<file path="src/rtl/vga_pkg.sv">
// Shared VGA render definitions: render command layout, DO_RENDER marker,
// render_queue register map and default queue length.
package vga_pkg;

  typedef struct packed {
    logic [7:0]  magic;
    logic [15:0] x;
    logic [15:0] y;
    logic [7:0]  flags;
  } render_cmd_t;

  localparam logic [7:0] MAGIC_DO_RENDER = 8'hFF;

  // Register map
  localparam logic [2:0] ADDR_MAGIC_FLAGS = 3'd0;
  localparam logic [2:0] ADDR_X           = 3'd1;
  localparam logic [2:0] ADDR_Y           = 3'd2;
  localparam logic [2:0] ADDR_PUSH        = 3'd3;
  localparam logic [2:0] ADDR_STATUS      = 3'd4;
  localparam logic [2:0] ADDR_CLR_OVF     = 3'd5;

  localparam int unsigned RENDER_Q_LEN = 25;

  // Head value presented when nothing is visible to the display.
  localparam render_cmd_t DO_RENDER_CMD = '{magic: MAGIC_DO_RENDER, x: 16'h0, y: 16'h0,
                                            flags: 8'h0};

endpackage

</file>
<file path="src/rtl/render_queue_mem.sv">
// Command storage for render_queue.
// DEPTH x 48-bit array, one synchronous write port and one asynchronous
// read port so the head entry is available show-ahead.
// Ports: clk50, we/waddr/wdata (write), raddr/rdata (combinational read).
module render_queue_mem
  import vga_pkg::*;
#(
  parameter int unsigned DEPTH = RENDER_Q_LEN,
  parameter int unsigned CNT_W = 5
) (
  input  logic             clk50,
  input  logic             we,
  input  logic [CNT_W-1:0] waddr,
  input  render_cmd_t      wdata,
  input  logic [CNT_W-1:0] raddr,
  output render_cmd_t      rdata
);

  // Contents are not reset; the pointers decide what is valid.
  render_cmd_t mem_q [DEPTH];

  always_ff @(posedge clk50) begin
    if (we) begin
      mem_q[waddr] <= wdata;
    end
  end

  assign rdata = mem_q[raddr];

endmodule

</file>
<file path="src/rtl/render_queue.sv">
// Sprite-command FIFO between the HPS Avalon-MM slave and vga_display.
// Software stages a 48-bit command through 16-bit registers and pushes it;
// the display reads the head show-ahead and pops one entry per fetch.
// An empty (or unpublished) queue presents the DO_RENDER marker.
// Ports: clk50, reset (sync, active-high), Avalon chipselect/write/read/
// address/writedata/readdata, render_queue_dout (head), render_queue_pop_front.
// Build option: RENDER_QUEUE_FRAME_COMMIT_EN - entries only become visible
// once a DO_RENDER (magic 0xFF) entry is pushed behind them.
module render_queue
  import vga_pkg::*;
#(
  parameter int unsigned DEPTH = RENDER_Q_LEN,
  parameter int unsigned CNT_W = 5
) (
  input  logic        clk50,
  input  logic        reset,
  input  logic        chipselect,
  input  logic        write,
  input  logic        read,
  input  logic [2:0]  address,
  input  logic [15:0] writedata,
  output logic [15:0] readdata,
  output logic [47:0] render_queue_dout,
  input  logic        render_queue_pop_front
);

  localparam logic [CNT_W-1:0] LAST_IDX = CNT_W'(DEPTH - 1);
  localparam logic [CNT_W-1:0] FULL_CNT = CNT_W'(DEPTH);

  logic [7:0]       stg_magic_q, stg_flags_q;
  logic [15:0]      stg_x_q, stg_y_q;
  logic [CNT_W-1:0] wr_ptr_q, wr_ptr_d, rd_ptr_q, rd_ptr_d;
  logic [CNT_W-1:0] stored_q, stored_d;  // all entries held
  logic [CNT_W-1:0] vis_q, vis_d;        // entries the display may consume
  logic             overflow_q, overflow_d;
  logic [15:0]      readdata_q;

  render_cmd_t staged, head;
  logic        reg_wr, push_req, push_ok, pop_ok, full, empty;
  logic [4:0]  count5;
  logic [15:0] status;

  assign staged   = '{magic: stg_magic_q, x: stg_x_q, y: stg_y_q, flags: stg_flags_q};
  assign reg_wr   = chipselect & write;
  assign push_req = reg_wr && (address == ADDR_PUSH);
  assign full     = (stored_q == FULL_CNT);
  assign empty    = (vis_q == '0);
  assign pop_ok   = render_queue_pop_front && !empty;
  // A same-cycle pop frees the slot a full queue needs.
  assign push_ok  = push_req && (!full || pop_ok);

  always_comb begin
    wr_ptr_d = wr_ptr_q;
    rd_ptr_d = rd_ptr_q;
    if (push_ok) begin
      wr_ptr_d = (wr_ptr_q == LAST_IDX) ? '0 : wr_ptr_q + 1'b1;
    end
    if (pop_ok) begin
      rd_ptr_d = (rd_ptr_q == LAST_IDX) ? '0 : rd_ptr_q + 1'b1;
    end
    stored_d = stored_q + CNT_W'(push_ok) - CNT_W'(pop_ok);

    overflow_d = overflow_q;
    if (reg_wr && (address == ADDR_CLR_OVF)) begin
      overflow_d = 1'b0;
    end else if (push_req && !push_ok) begin
      overflow_d = 1'b1;
    end
  end

`ifdef RENDER_QUEUE_FRAME_COMMIT_EN
  logic [CNT_W-1:0] pub_ptr_q, pub_ptr_d;
  logic             publish;

  assign publish = push_ok && (stg_magic_q == MAGIC_DO_RENDER);

  always_comb begin
    pub_ptr_d = pub_ptr_q;
    vis_d     = vis_q;
    if (publish) begin
      // Everything up to the post-push write pointer is now visible.
      pub_ptr_d = wr_ptr_d;
      vis_d     = stored_d;
    end else if (pop_ok) begin
      vis_d = (rd_ptr_d == pub_ptr_q) ? '0 : vis_q - 1'b1;
    end
  end

  always_ff @(posedge clk50) begin
    if (reset) begin
      pub_ptr_q <= '0;
    end else begin
      pub_ptr_q <= pub_ptr_d;
    end
  end
`else
  // Publish pointer follows the write pointer, so visible == stored.
  assign vis_d = stored_d;
`endif

  always_ff @(posedge clk50) begin
    if (reset) begin
      wr_ptr_q    <= '0;
      rd_ptr_q    <= '0;
      stored_q    <= '0;
      vis_q       <= '0;
      overflow_q  <= 1'b0;
      stg_magic_q <= '0;
      stg_flags_q <= '0;
      stg_x_q     <= '0;
      stg_y_q     <= '0;
      readdata_q  <= '0;
    end else begin
      wr_ptr_q   <= wr_ptr_d;
      rd_ptr_q   <= rd_ptr_d;
      stored_q   <= stored_d;
      vis_q      <= vis_d;
      overflow_q <= overflow_d;
      if (reg_wr && (address == ADDR_MAGIC_FLAGS)) begin
        stg_magic_q <= writedata[15:8];
        stg_flags_q <= writedata[7:0];
      end
      if (reg_wr && (address == ADDR_X)) stg_x_q <= writedata;
      if (reg_wr && (address == ADDR_Y)) stg_y_q <= writedata;
      if (chipselect && read) begin
        readdata_q <= (address == ADDR_STATUS) ? status : 16'h0;
      end
    end
  end

  assign count5 = 5'(vis_q);
  assign status = {overflow_q, full, empty, 8'b0, count5};

  render_queue_mem #(
    .DEPTH (DEPTH),
    .CNT_W (CNT_W)
  ) u_mem (
    .clk50 (clk50),
    .we    (push_ok),
    .waddr (wr_ptr_q),
    .wdata (staged),
    .raddr (rd_ptr_q),
    .rdata (head)
  );

  assign readdata          = readdata_q;
  assign render_queue_dout = empty ? DO_RENDER_CMD : head;

endmodule

</file>
<file path="config.mk">
export PLATFORM = sky130hd
export DESIGN_NAME = render_queue
export DESIGN_NICKNAME = d
export VERILOG_FILES = /design/src/rtl/vga_pkg.sv /design/src/rtl/render_queue_mem.sv /design/src/rtl/render_queue.sv
export SDC_FILE = /design/constraint.sdc
export NUM_CORES = 1
export LEC_CHECK = 0
export CORE_AREA = 4 4 261 327
export DETAILED_ROUTE_END_ITERATION = 7
export DIE_AREA = 0 0 265 331
export PLACE_DENSITY = 0.87
export SLEW_MARGIN = 20
export SYNTH_ARGS = -nofsm -noshare
export SYNTH_HDL_FRONTEND = slang
export SYNTH_SLANG_ARGS = --single-unit
</file>
<file path="constraint.sdc">
create_clock -name clk50 -period 6.7 [get_ports clk50]
set_input_delay 0.67 -clock clk50 [delete_from_list [all_inputs] [get_ports clk50]]
set_output_delay 0.67 -clock clk50 [all_outputs]
set_load 0.02 [all_outputs]
</file>
### Word level (Yosys, flattened, before mapping)

Memory sizes are Yosys's and may differ from the RTL's. A register that Yosys moved wholly into a read port is not among the register bits.
Cells that the tools add are included.

* reduce and logical (&&, ||, !) cells: 16
* add/sub/neg operators: 4
* equal/unequal tests: 8
* muxes and demuxes: 8
* bitwise operators: 1

Operator list (count)
* 48-bit 2-to-1 mux: 1
* 5-bit 2-to-1 mux: 4
* 16-bit 2-to-1 mux: 1
* 5-bit equality test (second input constant): 3
* 5-bit by 1-bit adder with 5-bit output (second input constant): 2
* 1-bit logical AND: 9
* 3-bit by 2-bit equality test with 1-bit output (second input constant): 2
* 3-bit equality test (second input constant): 2
* 5-bit by 1-bit adder with 5-bit output: 1
* 5-bit zero test: 1
* 5-bit by 1-bit subtractor with 5-bit output: 1
* 3-bit by 1-bit equality test with 1-bit output (second input constant): 1
* 1-bit zero test: 3
* 3-bit zero test: 1
* 1-bit 2-to-1 mux: 2
* 2-bit OR reduction: 1
* 1-bit bitwise AND: 1
* 1-bit logical OR: 1

* register bits after elaboration: 80
* bits in writable memories: 1200
* memories kept: 1

Memory list
* u_mem.mem_q: words 25, bits a word 48, rd ports 1, clocked after memory_dff 1, write ports 1, RTL line render_queue_mem.sv:20 `render_cmd_t mem_q [DEPTH];`

### Longest topological paths before layout

* depth after elaboration: 7
* mapped depth: 15
* depth with buffers taken out: 13

### Modules after synthesis

A second synthesis with hierarchy kept.

* cells, all modules: 2333
* area, all modules: 48516.5 µm²

By module, submodules not included
* render_queue_mem: cells each 1920, sequential area each 36034.6 µm², area each 45100.8 µm², times used 1
* render_queue: cells each 413, sequential area each 1441.4 µm², area each 3415.8 µm², times used 1

### Worst setup path after synthesis

OpenSTA, ideal clock, no wires.

* path kind: input -> register
* from: input address[1]
* to: memory u_mem.mem_q[21][0] in the netlist's numbering (enable)
* slack: 2.663 ns
* cell stages on the path: 6
* arrival time: 3.583 ns
* data required time: 6.246 ns
* buffers on the path: 2
* cell sequence: buf_2 -> nand2b_1 -> a211oi_1 -> buf_2 -> nand2_1 -> nor2_1

* cells in the longest elaborated chain, start to end: 5

Ends and longest elaborated chain
* from (decl): RTL line render_queue.sv:20 `input logic [2:0] address,`
* 3-bit by 2-bit equality test with 1-bit output: RTL line render_queue.sv:45 `assign push_req = reg_wr && (address == ADDR_PUSH);`
* 1-bit logical AND: RTL line render_queue.sv:45
* 1-bit logical AND: RTL line render_queue.sv:50 `assign push_ok = push_req && (!full || pop_ok);`
* via push_ok: RTL line render_queue.sv:39 `logic reg_wr, push_req, push_ok, pop_ok, full, empty;`
* 1-bit 2-to-1 mux: RTL line render_queue_mem.sv:23 `if (we) begin`
* 1-bit 2-to-1 mux (implied by the code): RTL line render_queue_mem.sv:24 `mem_q[waddr] <= wdata;`
* to (decl): RTL line render_queue_mem.sv:20

The timed path passes the listed nets, and every way through them passes these cells.

==> impl_metrics.yaml <==
power_and_ir_drop:
  ir_drop_mv: 0.264
  p_leak_nw: 17.4
  combPwrFrac_pct: 15.6
  switchingPower_mw: 4.57
  internal-power_mw: 13.5
  swShare_pct: 25.3
  clkPwrFrac_pct: 35.7
  p_total_mw: 18.1
  pwr-share-seq_pct: 48.7
  power.density_nw_per_um2: 328
yosys:
  postSynth.asyncResetShare_pct: 0
  syn_area_um2: 49100
  netlist_top_cells_area: "edfxtp_1 (73%), mux4_2 (12%), dfxtp_1 (3.1%)"
  synth_edf_count: 1200
  ys.flop_type: "edfxtp_1"
  synth.top_cell.area_share_pct: 73.4
  yosysTopAreaCell: "edfxtp_1"
  synthTopCellsByCount: "edfxtp_1 (1200), mux4_2 (260), nand2_1 (151)"
  yosys_register_bits: 1277
  synth.most_common_cell: "edfxtp_1"
  synth_cell_types: 52
  syn_inst: 2403
  synth_warnings: 0
  yosysSeqAreaShare_pct: 76.5
  synth.avg_cell_area_um2: 20.4
sta:
  setup_slack_ps: 1330
  post-route-period-util_pct: 80.1
  setup_viol: 0
  worstMarginPinSlew_ps: 1180
  fmax_ghz: 0.186
  clock_skew_ps: 37.8
  finalSetupTns_ps: 0
  slew_headroom_pct: 21.5
  fin_hold_ws_ps: 525
  hold_violations: 0
  fin_crit_ps: 5370
  rsz0062_at_grt: "no"
  drv_slew: 0
worst_hold_path:
  holdCritPathClass: "reg2reg"
place:
  place_ws_ps: 2040
  io_buffers: 80
  place_congestion: 0.818
  place_hpwl_um: 65600
  dp.cells: 3487
  placed_area_um2: 51300
worst_setup_path:
  critical_path.startpoint_type: "flop"
  path_cells: "buf_12 > mux4_2 > o21ai_0 > a32o_1 > nor3_1 > clkdlybuf4s50_1"
  end_kind: "primary output"
  slowest_delay_ps: 1000
  critPathKind: "reg2out"
  crit_fanout: 129
  cp.required_ps: 6030
  critPathSlowestCell: "dfxtp_4"
  crit_arrival_ps: 4700
detailed_routing:
  firstDrtPassIters: 5
  wl_um: 133000
  final_antenna_net_count: 0
  vias_per_cell: 7.22
  drc: 0
  wl_per_cell_um: 36.1
  route.vias.total: 26700
  drtIter0Drc: 4825
clocking:
  numCtsBuffers: 109
  cts-root-to-sink-buffers: 3
  clock_latency_ps: 710
  path_clk_slew_ps: 70
  cts-htree-levels: 3
  cts_resized: 0
  tritoncts: "done"
  cts_hold_buf: 0
  clock_sinks: 1277
  post_cts_buffers: 0
  root_buffer: "clkbuf_16"
global_routing:
  grt_pass1_vias: 27200
  grt_pass1_wl_um: 192000
  antenna_found_initial: 2
  grt_overflow: 0
  grt_max_degree: 130
  track_usage_pct: 30.3
floorplan:
  ioPinCount: 89
  fp-row-count: 118
  fp.dieW_um: 265
  core_area_um2: 82400
  dieHeight_um: 331
  initial_core_util_pct: 59.6
  dieArea_um2: 87700
final_layout:
  nNetsFinal: 2562
  drive_gt1_share_pct: 23.6
  design_area_um2: 55100
  area_growth_pct: 12.3
  final_util_pct: 66.9
  instances_no_fill: 3701
status:
  status: "finished, final reports clean"
flow_run:
  drv_cap: 0
[worst paths after layout]
check	startpoint	endpoint	slack, ps	cells after the start
worst max-delay path	flop	render_queue_dout[33]	1330	6
worst min-delay path	readdata[14]	readdata[14]	530	2
worst max register to register	count5[2]	u_mem.mem_q[0][32]	2940	8
worst min register to register	readdata[14]	readdata[14]	530	2
[layout make-up]
class	count	area, µm²
Timing Repair Buffer	145	1520
Clock buffer	138	2990
Fill cell	4684	27300
Multi-Input combinational cell	979	10900
Tap cell	1080	1350
Sequential cell	1277	37600
Clock inverter	68	669
Inverter	12	45.0
Antenna cell	2	5.00
[logic make-up (layout without fill, tap and decap cells)]
| family | after synthesis | in the layout | synth area share, % |
|---|---|---|---|
| AOI/OAI and AO/OA | 223 | 223 | 3.15 |
| xor gates and xnor gates | 8 | 8 | 0.143 |
| adders and majority gates | 13 | 13 | 0.347 |
| buffers and inverters | 154 | 363 | 1.68 |
| DFF | 1277 | 1277 | 76.5 |
| muxes | 430 | 430 | 15.6 |
| other | 1 | 10 | 0.00764 |
| and+or+nand+nor | 297 | 297 | 2.57 |
[worst max-delay path: cells and delay by family (launching register included)]
| kind | cells | cell delay, ps |
|---|---|---|
| mux | 1 | 390 |
| simple gates | 1 | 650 |
| compound gates | 2 | 390 |
| flops | 1 | 1000 |
| buf+inv | 2 | 1480 |
[placed cells by master (no fill, tap or decap), types with 6 or more instances in the layout]
cell type | netlist | routed
ha_1 | 12 | 12
nor2b_1 | 15 | 14
a221oi_2 | 8 | 8
clkinv_1 | 0 | 22
a21o_1 | 12 | 12
bufinv_16 | 0 | 9
o22ai_1 | 36 | 36
o221ai_1 | 25 | 25
conb_1 | 1 | 8
nor2_4 | 0 | 24
clkbuf_1 | 47 | 15
nand2_1 | 151 | 150
nor2_1 | 91 | 67
clkinv_2 | 0 | 23
mux2i_1 | 98 | 98
a22oi_1 | 15 | 15
buf_12 | 0 | 7
buf_16 | 0 | 7
clkdlybuf4s50_1 | 0 | 79
clkbuf_8 | 0 | 13
buf_4 | 16 | 49
a211oi_1 | 9 | 9
dfxtp_1 | 77 | 73
o21ai_0 | 13 | 13
mux2_2 | 72 | 72
nand2b_1 | 7 | 6
and2_1 | 6 | 6
inv_1 | 11 | 10
a21oi_1 | 69 | 69
edfxtp_1 | 1200 | 1200
mux4_2 | 260 | 260
a221oi_1 | 12 | 12
clkbuf_16 | 0 | 110
[per-layer routing]
metal / vias up / GRT usage, % / wire length [µm]
met5: - / 0.441 / 56
met1: 13400 / 37.9 / 41700
met2: 2724 / 49.2 / 65700
li1: 10100 / - / -
met3: 551 / 8.61 / 18100
met4: 2 / 15.4 / 7950
[state kept, by name (all words and copies together), names as in the netlist, named ones only]
register	count
rd_ptr_q	5
stg_y_q	16
stg_flags_q	8
count5	5
overflow_q	1
readdata	8
u_mem.mem_q	1200
wr_ptr_q	5
stg_x_q	16
stg_magic_q	8
[power groups by stage]
stage / Sequential (mW) / Clock [mW] / Combinational (mW)
final: 8.79 / 6.46 / 2.82
after CTS: 8.79 / 6.46 / 2.79
after global placement: 8.95 / 0 / 2.65
after detailed placement: 8.96 / 0 / 2.71
after floorplan: 8.84 / 0 / 2.06
after global routing: 8.80 / 6.85 / 2.96
(Power assumes the default switching activity.)
